File: config.mk
export PLATFORM = sky130hd
export DESIGN_NAME = circle
export DESIGN_NICKNAME = d
export VERILOG_FILES = /design/src/rtl/draw_pkg.sv /design/src/rtl/circle_octant_point.sv /design/src/rtl/circle.sv
export SDC_FILE = /design/constraint.sdc
export NUM_CORES = 1
export LEC_CHECK = 0
export ABC_CLOCK_PERIOD_IN_PS = 4660
export CAP_MARGIN = 30
export CORE_ASPECT_RATIO = 0.8
export CORE_MARGIN = 5
export CORE_UTILIZATION = 30
export DETAILED_ROUTE_END_ITERATION = 10
export HOLD_SLACK_MARGIN = 0.1
export PLACE_DENSITY = 0.47
export SETUP_SLACK_MARGIN = 0.2
export SLEW_MARGIN = 15
export SYNTH_ARGS = -nofsm -noshare
export SYNTH_HDL_FRONTEND = slang
export SYNTH_SLANG_ARGS = --single-unit
File: constraint.sdc
create_clock -name clk -period 4.66 [get_ports clk]
set_clock_uncertainty 0.15 [all_clocks]
set_input_delay 0.699 -clock clk [delete_from_list [all_inputs] [get_ports clk]]
set_output_delay 0.699 -clock clk [all_outputs]
set_load 0.02 [all_outputs]
File: src/rtl/draw_pkg.sv
// Shared drawing definitions: screen size, colour encoding, start/done state enum.
// Latency: n/a (declarations only).
// Backpressure: n/a; the start/done handshake is level-based and owned by each drawer.
package draw_pkg;

    localparam int SCREEN_W = 160;
    localparam int SCREEN_H = 120;
    localparam int COLOUR_W = 3;

    localparam logic [COLOUR_W-1:0] BLACK = 3'b000;
    localparam logic [COLOUR_W-1:0] GREEN = 3'b010;

    // Common sequencing for fillscreen, circle and reuleaux drawers.
    typedef enum logic [1:0] {
        IDLE = 2'd0,
        INIT = 2'd1,
        PLOT = 2'd2,
        DONE = 2'd3
    } draw_state_t;

endpackage

File: src/rtl/circle_octant_point.sv
// Maps a Bresenham offset pair onto one of eight symmetric octant points and flags on-screen points.
// Latency: combinational.
// Backpressure: none; the caller decides whether the point is consumed.
import draw_pkg::*;

module circle_octant_point #(
    parameter int SCREEN_W = draw_pkg::SCREEN_W,
    parameter int SCREEN_H = draw_pkg::SCREEN_H
) (
    input  logic [7:0]        cx,
    input  logic [6:0]        cy,
    input  logic signed [9:0] ox,
    input  logic signed [9:0] oy,
    input  logic [2:0]        oct,
    output logic signed [9:0] x,
    output logic signed [9:0] y,
    output logic              in_bounds
);

    localparam logic signed [9:0] X_LIMIT = 10'(SCREEN_W);
    localparam logic signed [9:0] Y_LIMIT = 10'(SCREEN_H);

    logic signed [9:0] sx;
    logic signed [9:0] sy;

    assign sx = signed'({2'b00, cx});
    assign sy = signed'({3'b000, cy});

    // Octant selection, then clip against the visible window using signed compares.
    always_comb begin
        x = sx + ox;
        y = sy + oy;
        case (oct)
            3'd0: begin x = sx + ox; y = sy + oy; end
            3'd1: begin x = sx + oy; y = sy + ox; end
            3'd2: begin x = sx - oy; y = sy + ox; end
            3'd3: begin x = sx - ox; y = sy + oy; end
            3'd4: begin x = sx - ox; y = sy - oy; end
            3'd5: begin x = sx - oy; y = sy - ox; end
            3'd6: begin x = sx + oy; y = sy - ox; end
            default: begin x = sx + ox; y = sy - oy; end
        endcase
        in_bounds = (x >= 10'sd0) && (x < X_LIMIT) && (y >= 10'sd0) && (y < Y_LIMIT);
    end

endmodule

File: src/rtl/circle.sv
// Midpoint circle rasteriser: one octant point per clock on the vga_* bus, level start / held done.
// Latency: start seen at edge k -> first pixel after edge k+2; 8 cycles per iteration; done on the edge after the last pixel.
// Backpressure: none downstream; dropping start mid-draw aborts, done holds until start falls.
import draw_pkg::*;

module circle #(
    parameter int SCREEN_W = draw_pkg::SCREEN_W,
    parameter int SCREEN_H = draw_pkg::SCREEN_H
) (
    input  logic                clk,
    input  logic                rst_n,
    input  logic [COLOUR_W-1:0] colour,
    input  logic [7:0]          centre_x,
    input  logic [6:0]          centre_y,
    input  logic [7:0]          radius,
    input  logic                start,
    output logic                done,
    output logic [7:0]          vga_x,
    output logic [6:0]          vga_y,
    output logic [COLOUR_W-1:0] vga_colour,
    output logic                vga_plot
);

    draw_state_t         state;
    logic [7:0]          cx_q;
    logic [6:0]          cy_q;
    logic [COLOUR_W-1:0] col_q;
    logic signed [9:0]   ox;
    logic signed [9:0]   oy;
    logic signed [11:0]  crit;
    logic [2:0]          oct;

    logic signed [9:0]   pt_x;
    logic signed [9:0]   pt_y;
    logic                pt_in;

    logic signed [9:0]   ox_n;
    logic signed [9:0]   oy_n;
    logic signed [11:0]  crit_n;
    logic signed [11:0]  ox_w;
    logic signed [11:0]  oy_w;

    // High coordinate bits only feed the bounds check inside the point mapper.
    logic coord_unused;
    assign coord_unused = ^{pt_x[9:8], pt_y[9:7]};

    circle_octant_point #(
        .SCREEN_W (SCREEN_W),
        .SCREEN_H (SCREEN_H)
    ) u_point (
        .cx        (cx_q),
        .cy        (cy_q),
        .ox        (ox),
        .oy        (oy),
        .oct       (oct),
        .x         (pt_x),
        .y         (pt_y),
        .in_bounds (pt_in)
    );

    // Next Bresenham step; both crit branches use the already-advanced offsets.
    always_comb begin
        oy_n = oy + 10'sd1;
        ox_n = ox;
        if (crit > 12'sd0) begin
            ox_n = ox - 10'sd1;
        end
        ox_w = {{2{ox_n[9]}}, ox_n};
        oy_w = {{2{oy_n[9]}}, oy_n};
        if (crit <= 12'sd0) begin
            crit_n = crit + (oy_w <<< 1) + 12'sd1;
        end else begin
            crit_n = crit + ((oy_w - ox_w) <<< 1) + 12'sd1;
        end
    end

    // Draw sequencer with registered pixel bus; every octant slot costs one cycle even when clipped.
    always_ff @(posedge clk) begin
        if (!rst_n) begin
            state      <= IDLE;
            done       <= 1'b0;
            vga_plot   <= 1'b0;
            vga_x      <= 8'd0;
            vga_y      <= 7'd0;
            vga_colour <= BLACK;
            cx_q       <= 8'd0;
            cy_q       <= 7'd0;
            col_q      <= BLACK;
            ox         <= 10'sd0;
            oy         <= 10'sd0;
            crit       <= 12'sd0;
            oct        <= 3'd0;
        end else begin
            case (state)
                IDLE: begin
                    done     <= 1'b0;
                    vga_plot <= 1'b0;
                    if (start) begin
                        cx_q  <= centre_x;
                        cy_q  <= centre_y;
                        col_q <= colour;
                        ox    <= signed'({2'b00, radius});
                        oy    <= 10'sd0;
                        crit  <= 12'sd1 - signed'({4'b0000, radius});
                        state <= INIT;
                    end
                end
                INIT: begin
                    vga_plot <= 1'b0;
                    oct      <= 3'd0;
                    state    <= start ? PLOT : IDLE;
                end
                PLOT: begin
                    if (!start) begin
                        vga_plot <= 1'b0;
                        state    <= IDLE;
                    end else begin
                        vga_x      <= pt_x[7:0];
                        vga_y      <= pt_y[6:0];
                        vga_colour <= col_q;
                        vga_plot   <= pt_in;
                        oct        <= oct + 3'd1;
                        if (oct == 3'd7) begin
                            ox   <= ox_n;
                            oy   <= oy_n;
                            crit <= crit_n;
                            if (oy_n > ox_n) begin
                                state <= DONE;
                            end
                        end
                    end
                end
                DONE: begin
                    vga_plot <= 1'b0;
                    if (!start) begin
                        done  <= 1'b0;
                        state <= IDLE;
                    end else begin
                        done <= 1'b1;
                    end
                end
                default: begin
                    state <= IDLE;
                end
            endcase
        end
    end

endmodule

==> run_results.csv <==
group,metric,value,unit
status,status,"finished clean",
floorplan,core_area,22300,um2
route,viasPerCell,5.21,
global_route,grt_pass1_wl,33.4,mm
sta,fin_hold_ws,304,ps
floorplan,num_rows,49,
global_route,grt-ovfl-total,0,
synthesis,seq_area_frac_synth,0.223,
worst_setup_path,path_buf_inv,0,
synthesis,synth_area,6740,um2
layout,multi_input_area,4980,um2
global_route,grt.total_usage,0.164,
route,vias,6562,
synthesis,synth_edf_count,0,
route,ant_nets,0,
synthesis,mappedNetlistNets,1011,
hold_path,min-delay-path-class,"reg -> reg",
clock_network,clk_pin_slew,70,ps
synthesis,ys_types,74,
synthesis,yosys.area.top_type,"dfxtp_1",
layout,utilization,0.356,
synthesis,yosysWarnings,0,
worst_setup_path,critical_path.max_stage_delay,400,ps
sta,slew_violations,0,
layout,fin_area,7940,um2
sta,max-slew-margin-rel,0.466,
placed_design,placed_area,7520,um2
clock_network,holdBufCountCts,0,
synthesis,syn_avg_cell_area,7.34,um2
synthesis,synth_cells,918,
clock_network,cts_tree,"yes",
floorplan,pin_count,49,
sta,final.setup.tns,0,ps
floorplan,die-width,178,um
clock_network,max-clock-path-buffers,2,
synthesis,yosysMostFrequentCell,"nand2_1",
sta,setup_violations,0,
power,power.density,273,nW/um2
clock_network,clock-sinks,75,
sta,worst_slew_pin_slew,801,ps
clock_network,cts_buffers,9,
run,maxCapViolations,0,
clock_network,clkLatencyLatePin,360,ps
synthesis,synth_area_leaders,"dfxtp_1 22%, ha_1 11%, a21oi_1 7.9%, nand2_1 6.7%, nor2_1 5.5%",
synthesis,synth-async-reset-ratio,0,
placed_design,dp_hpwl,16.0,mm
worst_setup_path,r2r_cells,17,
synthesis,ys_seq_elements,75,
route,routedWlPerCell,17.0,um
layout,syn_to_final_growth,17.8,%
layout,fillers,2369,
layout,final_cells,1259,
sta,fin_crit,4180,ps
sta,rsz0062_at_grt,"no",
placed_design,numPortBuffers,48,
route,wirelength,21.4,mm
placed_design,dp.cells,1238,
synthesis,synth_top_cell_area_share,0.223,
clock_network,cts_root_buf,"clkbuf_16",
worst_setup_path,cp.required,4730,ps
global_route,grt_pass1_vias,5966,
layout,nets,1041,
worst_setup_path,cp_data_arrival_time,4260,ps
worst_setup_path,critPathSlowestCell,"dfxtp_1",
worst_setup_path,critical-path-top-delay-family,"compound AO/OA/AOI/OAI gates",
layout,n_antenna_cell,0,
floorplan,die_y,144,um
floorplan,dieArea,25600,um2
worst_setup_path,end_kind,"flop",
floorplan,start_util,0.302,
route,firstDrtPassIters,5,
clock_network,cts.htree.levels,3,
synthesis,synth_common_cells,"120 x nand2_1, 107 x a21oi_1, 98 x nor2_1",
worst_setup_path,setup.worst_path.start_class,"flop",
sta,fin_crit_sh,0.898,
hold_path,hold_depth,2,
global_route,grt_antenna_before_repair,0,
global_route,grt_max_degree,68,
route,drc,0,
sta,timing.fmax,239,MHz
worst_setup_path,cp_max_fo,6,
power,p_leak,3.15,nW
power,max-vdd-ir-drop,162,uV
synthesis,synth_flop_cell,"dfxtp_1",
layout,seqCellArea,1500,um2
worst_setup_path,crit_cells,17,
route,drtIter0Drc,542,
worst_setup_path,path_cells,"nor4_4, a31oi_4, nand2_1, xor2_1, ha_1, o21a_1, o31a_1, o21a_1, nor2_1, xnor2_1, ha_1, and2_1, o21ai_0, o311ai_1, o31ai_1, mux2i_1, a31oi_1",
layout,drive_gt1_frac,0.0735,
placed_design,gp_congestion,0.844,
sta,hold_viol_final,0,
worst_setup_path,worst-setup-path-type,"reg -> reg",
area by class of cell:
type,instances,share of cell area
well taps,306,0.0482
clock inverters,7,0.00820
multi-input cells,758,0.628
clock buffers,9,0.0284
flip-flops and latches,75,0.189
inverters,33,0.0156
repair buffers,71,0.0823
path summary, 6_finish.rpt:
kind / start / end / slack (ps)
max: crit[4] / crit[11] / 480
min: vga_x[1] / vga_x[1] / 300
max reg2reg: crit[4] / crit[11] / 480
min reg2reg: vga_x[1] / vga_x[1] / 300
power by group:
group          leakage, nW  internal (W)  switching (W)
clock network        0.141      0.000376       0.000336
registers            0.612      0.000667      0.0000408
logic                 2.40      0.000326       0.000423
total                 3.15       0.00137       0.000800
cells in the final DEF, fill, tap and decap left out, types with 8 or more instances in the layout:
cell type        synthesis  final
dfxtp_1                 75     74
xor2_1                  26     23
a211oi_1                25     25
inv_1                   32     31
clkbuf_16                0      9
buf_4                    2     23
nor2_1                  98     97
clkdlybuf4s50_1          0     48
xnor2_1                 31     31
nor3_1                  25     24
o21ai_0                 61     59
nand3_1                 13     13
o211ai_1                 8      8
o21a_1                   8      8
nor2b_1                  9      9
a21o_1                   8      8
a31oi_1                  9      8
and2_1                  10     10
mux2i_1                 15     15
ha_1                    59     59
nand2_1                120    120
a21oi_1                107    107
flip-flops by register name, indices dropped and copies added (netlist names):
register and count:
crit 12, ox 10, oy 10, cx_q 8, vga_x 8, cy_q 7, vga_y 7, col_q 3
oct 3, vga_colour 3, state 2, done 1, vga_plot 1
per-layer routing:
layer | up-vias | part of all wire | GRT usage
li1 | 3360 | - | -
met5 | - | 0 | 0
met3 | 12 | 0.051 | 0.0282
met4 | 0 | 0.0091 | 0.0354
met2 | 145 | 0.40 | 0.231
met1 | 3045 | 0.54 | 0.259
logic make-up (layout without fill, tap and decap cells):
family / count (synthesis) / after routing / share of synthesized area
buf+inv: 86 / 120 / 0.0522
compound gates: 288 / 289 / 0.266
xor+xnor: 58 / 58 / 0.0776
flops: 75 / 75 / 0.223
simple gates: 330 / 330 / 0.231
mux: 17 / 17 / 0.0256
fa+ha+maj: 64 / 64 / 0.124
worst reg2reg max path, delay by kind of cell (launching register included):
family / cells / cell delay [ps]
flip-flops: 1 / 400
AND/OR/NAND/NOR: 4 / 790
adder cells (fa/ha/maj): 2 / 640
AO/OA/AOI/OAI: 8 / 1410
multiplexers: 1 / 220
XOR/XNOR: 2 / 430
repair_timing:
item	CTS	global route
setup buffers	0	4
cloned	0	1
setup endpoints to repair	1	6
gates resized for setup	2	13
pin swaps	0	4
hold endpoints to repair	0	0
through the flow:
| step | worst slack [ps] | total power, W |
|---|---|---|
| finish | 475 | 0.00217 |
| detailed placement | 187 | 0.00143 |
| global route | 186 | 0.00231 |
| CTS | 332 | 0.00216 |
| floorplan | 327 | 0.00124 |
| global placement | 368 | 0.00144 |
Power figures use the tool's default switching activity.
